==> config.mk <==
export PLATFORM = sky130hd
export DESIGN_NAME = ahb_master_seq
export DESIGN_NICKNAME = d
export VERILOG_FILES = /design/src/rtl/ahb_master_seq_pkg.sv /design/src/rtl/ahb_master_seq_timeout.sv /design/src/rtl/ahb_master_seq.sv
export SDC_FILE = /design/constraint.sdc
export NUM_CORES = 1
export LEC_CHECK = 0
export BUFFER_PORTS_ARGS = -buffer_cell sky130_fd_sc_hd__buf_2
export CORE_AREA = 2 2 209 108
export CTS_CLUSTER_SIZE = 20
export DETAILED_ROUTE_END_ITERATION = 16
export DIE_AREA = 0 0 211 110
export PLACE_DENSITY = 0.69
export SETUP_SLACK_MARGIN = 0.02
export SLEW_MARGIN = 20
export SYNTH_ARGS = -nofsm -noshare
export SYNTH_HDL_FRONTEND = slang
export SYNTH_SLANG_ARGS = --single-unit
export TNS_END_PERCENT = 30
==> constraint.sdc <==
create_clock -name hclk -period 6.8 [get_ports hclk]
set_input_delay 0.34 -clock hclk [delete_from_list [all_inputs] [get_ports hclk]]
set_output_delay 0.34 -clock hclk [all_outputs]
set_load 0.005 [all_outputs]
==> src/rtl/ahb_master_seq_pkg.sv <==
// Shared types and constants for the AHB master traffic sequencer.
// FSM state encoding, transfer phase and sequence mode encodings.
package ahb_master_seq_pkg;

    typedef enum logic [2:0] {
        S_IDLE = 3'd0,
        S_REQ  = 3'd1,
        S_XFER = 3'd2,
        S_GAP  = 3'd3,
        S_DONE = 3'd4
    } state_t;

    typedef enum logic {
        PH_WRITE = 1'b0,
        PH_READ  = 1'b1
    } phase_t;

    localparam logic [1:0] MODE_WR    = 2'b00;
    localparam logic [1:0] MODE_RD    = 2'b01;
    localparam logic [1:0] MODE_WRCHK = 2'b10;
    localparam logic [1:0] MODE_LOOP  = 2'b11;

    // Modes whose read phase compares returned data against the write pattern.
    function automatic logic mode_checks(input logic [1:0] m);
        return (m == MODE_WRCHK) || (m == MODE_LOOP);
    endfunction

endpackage

==> src/rtl/ahb_master_seq_timeout.sv <==
// Per-transfer watchdog: counts cycles while enabled, clears to zero on clr,
// and flags the cycle in which the TIMEOUT-th enabled cycle is reached.
module ahb_master_seq_timeout #(
    parameter int TIMEOUT = 64
) (
    input  logic hclk,
    input  logic hreset,
    input  logic clr,
    input  logic en,
    output logic expired
);

    localparam int CNT_W = $clog2(TIMEOUT);

    logic [CNT_W-1:0] cnt_q;

    always_ff @(posedge hclk or posedge hreset) begin
        if (hreset) begin
            cnt_q <= '0;
        end else if (clr) begin
            cnt_q <= '0;
        end else if (en && !expired) begin
            cnt_q <= cnt_q + 1'b1;
        end
    end

    assign expired = (cnt_q == CNT_W'(TIMEOUT - 1));

endmodule

==> src/rtl/ahb_master_seq.sv <==
// AHB master traffic sequencer: issues programmed write/read streams to the
// master interface, optionally checks read-back data, and guards each transfer.
module ahb_master_seq
    import ahb_master_seq_pkg::*;
#(
    parameter int ADDR_W    = 32,
    parameter int DATA_W    = 32,
    parameter int SEL_W     = 2,
    parameter int NUM_XFERS = 8,
    parameter int ADDR_STEP = 4,
    parameter int TIMEOUT   = 64
) (
    input  logic              hclk,
    input  logic              hreset,
    input  logic              start,
    input  logic [1:0]        mode,
    input  logic [ADDR_W-1:0] base_addr,
    input  logic [DATA_W-1:0] seed,
    input  logic [SEL_W-1:0]  slv_sel_cfg,
    input  logic              hgrant,
    input  logic              xfer_done,
    input  logic [DATA_W-1:0] dout,
    output logic [ADDR_W-1:0] addr,
    output logic [SEL_W-1:0]  slv_sel_in,
    output logic [DATA_W-1:0] din,
    output logic              wr,
    output logic              enable,
    output logic              hbusreq_in,
    output logic              busy,
    output logic              done,
    output logic [15:0]       err_cnt,
    output logic              timeout_err
);

    localparam int               IDX_W    = (NUM_XFERS > 1) ? $clog2(NUM_XFERS) : 1;
    localparam logic [IDX_W-1:0] LAST_IDX = IDX_W'(NUM_XFERS - 1);

    state_t            state_q, state_d;
    phase_t            phase_q, phase_d;
    logic [IDX_W-1:0]  idx_q, idx_d;
    logic [1:0]        mode_q;
    logic [ADDR_W-1:0] base_q;
    logic [DATA_W-1:0] seed_q;
    logic [SEL_W-1:0]  sel_q;
    logic              to_expired;

    logic [ADDR_W-1:0] addr_d;
    logic [DATA_W-1:0] din_d;
    logic [SEL_W-1:0]  sel_d;
    logic              wr_d, enable_d, hbusreq_d, busy_d, done_d, terr_d;
    logic [15:0]       err_d;
    logic              launch, rd_mismatch;

    assign launch      = (state_q == S_IDLE) && start;
    assign rd_mismatch = (dout != seed_q + DATA_W'(idx_q));

    ahb_master_seq_timeout #(
        .TIMEOUT (TIMEOUT)
    ) u_timeout (
        .hclk    (hclk),
        .hreset  (hreset),
        .clr     (state_q != S_XFER),
        .en      (state_q == S_XFER),
        .expired (to_expired)
    );

    // NOTE: sequential state uses non-blocking assignments so every register
    // samples the pre-edge values regardless of statement order.
    always_ff @(posedge hclk or posedge hreset) begin
        if (hreset) begin
            state_q     <= S_IDLE;
            phase_q     <= PH_WRITE;
            idx_q       <= '0;
            mode_q      <= MODE_WR;
            base_q      <= '0;
            seed_q      <= '0;
            sel_q       <= '0;
            addr        <= '0;
            din         <= '0;
            slv_sel_in  <= '0;
            wr          <= 1'b0;
            enable      <= 1'b0;
            hbusreq_in  <= 1'b0;
            busy        <= 1'b0;
            done        <= 1'b0;
            err_cnt     <= '0;
            timeout_err <= 1'b0;
        end else begin
            state_q     <= state_d;
            phase_q     <= phase_d;
            idx_q       <= idx_d;
            if (launch) begin
                mode_q <= mode;
                base_q <= base_addr;
                seed_q <= seed;
                sel_q  <= slv_sel_cfg;
            end
            addr        <= addr_d;
            din         <= din_d;
            slv_sel_in  <= sel_d;
            wr          <= wr_d;
            enable      <= enable_d;
            hbusreq_in  <= hbusreq_d;
            busy        <= busy_d;
            done        <= done_d;
            err_cnt     <= err_d;
            timeout_err <= terr_d;
        end
    end

    // NOTE: every variable gets a default before the case so no path leaves
    // one unassigned, which would otherwise infer a latch.
    always_comb begin
        state_d = state_q;
        phase_d = phase_q;
        idx_d   = idx_q;
        unique case (state_q)
            S_IDLE: begin
                if (start) begin
                    state_d = S_REQ;
                    idx_d   = '0;
                    phase_d = (mode == MODE_RD) ? PH_READ : PH_WRITE;
                end
            end
            S_REQ: begin
                if (hgrant) state_d = S_XFER;
            end
            S_XFER: begin
                if (xfer_done)       state_d = S_GAP;
                else if (to_expired) state_d = S_DONE;
            end
            S_GAP: begin
                if (idx_q != LAST_IDX) begin
                    idx_d   = idx_q + 1'b1;
                    state_d = hgrant ? S_XFER : S_REQ;
                end else if (phase_q == PH_WRITE && mode_checks(mode_q)) begin
                    phase_d = PH_READ;
                    idx_d   = '0;
                    state_d = hgrant ? S_XFER : S_REQ;
                end else if (phase_q == PH_READ && mode_q == MODE_LOOP) begin
                    phase_d = PH_WRITE;
                    idx_d   = '0;
                    state_d = !start ? S_DONE : (hgrant ? S_XFER : S_REQ);
                end else begin
                    state_d = S_DONE;
                end
            end
            S_DONE:  state_d = S_IDLE;
            default: state_d = S_IDLE;
        endcase
    end

    // Next values of the registered outputs, derived from the next state.
    always_comb begin
        addr_d    = addr;
        din_d     = din;
        sel_d     = slv_sel_in;
        wr_d      = wr;
        err_d     = err_cnt;
        terr_d    = timeout_err;
        enable_d  = (state_d == S_XFER);
        hbusreq_d = state_d inside {S_REQ, S_XFER, S_GAP};
        busy_d    = state_d inside {S_REQ, S_XFER, S_GAP};
        done_d    = (state_d == S_DONE);

        // Command fields are loaded once on XFER entry and held until completion.
        if (state_d == S_XFER && state_q != S_XFER) begin
            addr_d = base_q + ADDR_W'(idx_d) * ADDR_W'(ADDR_STEP);
            din_d  = seed_q + DATA_W'(idx_d);
            wr_d   = (phase_d == PH_WRITE);
            sel_d  = sel_q;
        end

        if (launch) begin
            err_d  = '0;
            terr_d = 1'b0;
        end

        if (state_q == S_XFER && xfer_done && phase_q == PH_READ &&
            mode_checks(mode_q) && rd_mismatch && err_cnt != 16'hFFFF) begin
            err_d = err_cnt + 16'd1;
        end

        if (state_q == S_XFER && !xfer_done && to_expired) begin
            terr_d = 1'b1;
        end
    end

endmodule

==> results.tsv <==
metric	value	unit
worst clock skew	0.00854	ns
vias after detailed routing	7926	
Critical R2R Launch	idx_q[1]	
largest net degree at the start of global routing	117	
Synth cell types	63	
setup bufs post-CTS	0	
Area Overhead vs Synth	19.1	%
Total GRT Usage	23.6	%
number of global-route vias before repair	7648	
maximum VDD drop	0.204	mV
grt total ovfl	0	
Post-synth EDFFs	0	
DRC violations left	0	
P_leak	0.00517	uW
GP Congestion	0.948	
final net count	1320	
DIE WIDTH	211	um
outcome	completed	
Synth area leader	dfrtp_1	
worst path required time	7.12	ns
Post-synth top cells	314 x nand2_1, 168 x dfrtp_1, 70 x o21ai_0, 53 x xor2_1, 48 x xnor2_1	
ranking of synthesized cells by area	dfrtp_1 46%, nand2_1 13%, xor2_1 5.1%	
remaining antenna violation count	0	
initial antenna violation count	3	
share of the yosys chip area belonging to registers	46.2	%
share of cells above drive strength 1	21.0	%
maximum clock insertion buffer count	2	
Post-Syn Area per Cell	8.76	um^2
crit end category	flop	
routed len/inst	17.4	um
Worst Max-Slew Pin Slew	0.998	ns
Reg2Reg Depth	15	
Die Y	110	um
post-cts gate resize count	0	
Slew headroom	33.2	%
max-cap check violation count	0	
Initial Utilization	42.6	%
Post-Synthesis Cells	1038	
io pins	193	
highest clock rate	254	MHz
crit path DAT	4.25	ns
startpoint class of the critical path	flop	
DR iter-0 viols	722	
Max FO, Critical Path	5	
placed cell areas	10200	um^2
worst skew pair latency	0.45	ns
final setup violation count	0	
vias per std cell	5.31	
Clock transition at path regs	0.07	ns
Setup WS post-layout	2.87	ns
Setup Crit Path Kind	flop to flop	
Max Slew Vio Count	0	
ys flop type	dfrtp_1	
Synthesis Warnings	0	
H-tree lvl count	4	
Post-CTS Hold Buffers	0	
CTS Sinks	168	
synthesized cell area	9090	um^2
share of the synthesized area in the top cell type	46.2	%
CTS tree	yes	
HP Class	input pin to asynchronous set/reset pin	
Fin Setup TNS	0	ns
root buf cell	clkbuf_16	
wirelength, routed	26000	um
Fin. Hold Viols	0	
RSZ-0062 raised after global routing	no	
DR pass1 iterations	5	
r2r setup slk	2.87	ns
R2R Path End	din[26]	
worst slack at placement	2.92	ns
dpl cells	1460	
fin area	10800	um^2
fin crit share	57.8	%
synthesized flop and latch total	168	
fill count	1970	
Final Critical Period	3.93	ns
top-count cell post-synth	nand2_1	
cts bufs inserted	17	
ys async rst share	100	%
first-pass GRT wire length	41600	um
PwrDens	410	nW/um^2
die area	23200	um^2
syn nets	1159	
I/O Buffers	192	
FP Rows	38	
Detail Placement HPWL	18700	um
Post-Layout Cell Count	1493	
Core Area	21300	um^2
cell type report:
class	instances	area (um^2)	share of cell area [%]
clock inverters	9	113	1.04
clock buffers	23	488	4.51
multi-input cells	806	4620	42.7
repair buffers	196	1010	9.30
well taps	280	350	3.24
flip-flops and latches	168	4200	38.8
diodes	1	2.50	0.0231
inverters	10	42.5	0.393
cell families (layout without fill, tap and decap cells):
group           count (synthesis)  after routing  share of synthesized area [%]
simple gates                  518            518                           25.8
xor+xnor                      101            101                           9.73
mux                            16             16                           1.93
buf+inv                        64            238                           3.04
fa+ha+maj                      16             16                           2.45
flops                         168            168                           46.2
compound gates                155            155                           10.8
other cells                     0              1                              0
flip-flops by register name, indices dropped and copies added (netlist names):
name / cells
addr: 32
base_q: 32
din: 32
seed_q: 32
err_cnt: 16
u_timeout.cnt_q: 6
idx_q: 3
state_q: 3
mode_q: 2
sel_q: 2
slv_sel_in: 2
busy: 1
done: 1
enable: 1
phase_q: 1
timeout_err: 1
wr: 1
how the worst max path moves through the flow:
| stage | start | to | slack [ns] | cells past startpoint |
|---|---|---|---|---|
| global route | idx_q[1] | din[26] | 2.59 | 14 |
| global placement | seed_q[0] | err_cnt[6] | 3.04 | 10 |
| finish | idx_q[1] | din[26] | 2.87 | 15 |
| floorplan | hreset | addr[0] | 1.91 | 1 |
| detailed placement | idx_q[1] | din[26] | 2.92 | 15 |
| CTS | idx_q[1] | din[26] | 2.86 | 15 |
metrics by stage:
stage          power, uW  util, %  hold slack [ns]
4_1_cts             4460     50.7           0.0581
5_1_grt             4800     50.7           0.0660
3_3_place_gp        3410     47.9            0.455
6_report            4440     50.7           0.0513
3_5_place_dp        3440     47.9            0.462
2_1_floorplan       2840        -            0.442
worst max-delay path: stages (launching register included):
cell	delay, ns
dfrtp_1	0.44
ha_1	0.22
ha_1	0.25
nor2_1	0.23
mux2_2	0.23
ha_1	0.18
inv_1	0.06
fa_1	0.40
nor2b_1	0.16
o2111ai_1	0.23
or2_2	0.43
nor2_1	0.36
nand4_1	0.24
nor2_1	0.17
xnor2_1	0.13
o21ai_0	0.08
layout by cell type (no fill, tap or decap), types with 6 or more instances in the layout:
master,Yosys,routed
a31oi_1,6,6
or2_2,8,8
ha_1,13,13
nor4_1,7,7
nor3_1,23,23
a21o_1,9,9
and4_1,9,9
nand3_1,39,38
and3_1,15,14
xnor2_1,48,48
a221o_1,11,11
a211oi_1,6,6
nor2_1,47,47
mux2_2,11,11
nand2_1,314,314
o21ai_0,70,70
nand4_1,21,21
dfrtp_1,168,168
nor2b_1,6,6
xor2_1,53,53
inv_1,10,9
clkbuf_16,0,17
a21oi_1,22,22
buf_2,10,192
layer usage:
layer,GRT usage (%),part of all wire [%],wire length [um],up-vias
met3,9.38,8.8,2270,30
li1,-,-,-,3867
met1,34.3,50,12900,3775
met2,32.4,40,10500,250
met4,5.89,1.3,333,4
met5,0,0.11,29,-
power breakdown:
part	internal [uW]	switching, uW	total (uW)
clock	582	424	1010
combinational	678	890	1570
sequential	1410	453	1870
total	2670	1770	4440
No activity file was read; power rests on OpenSTA's default activity.
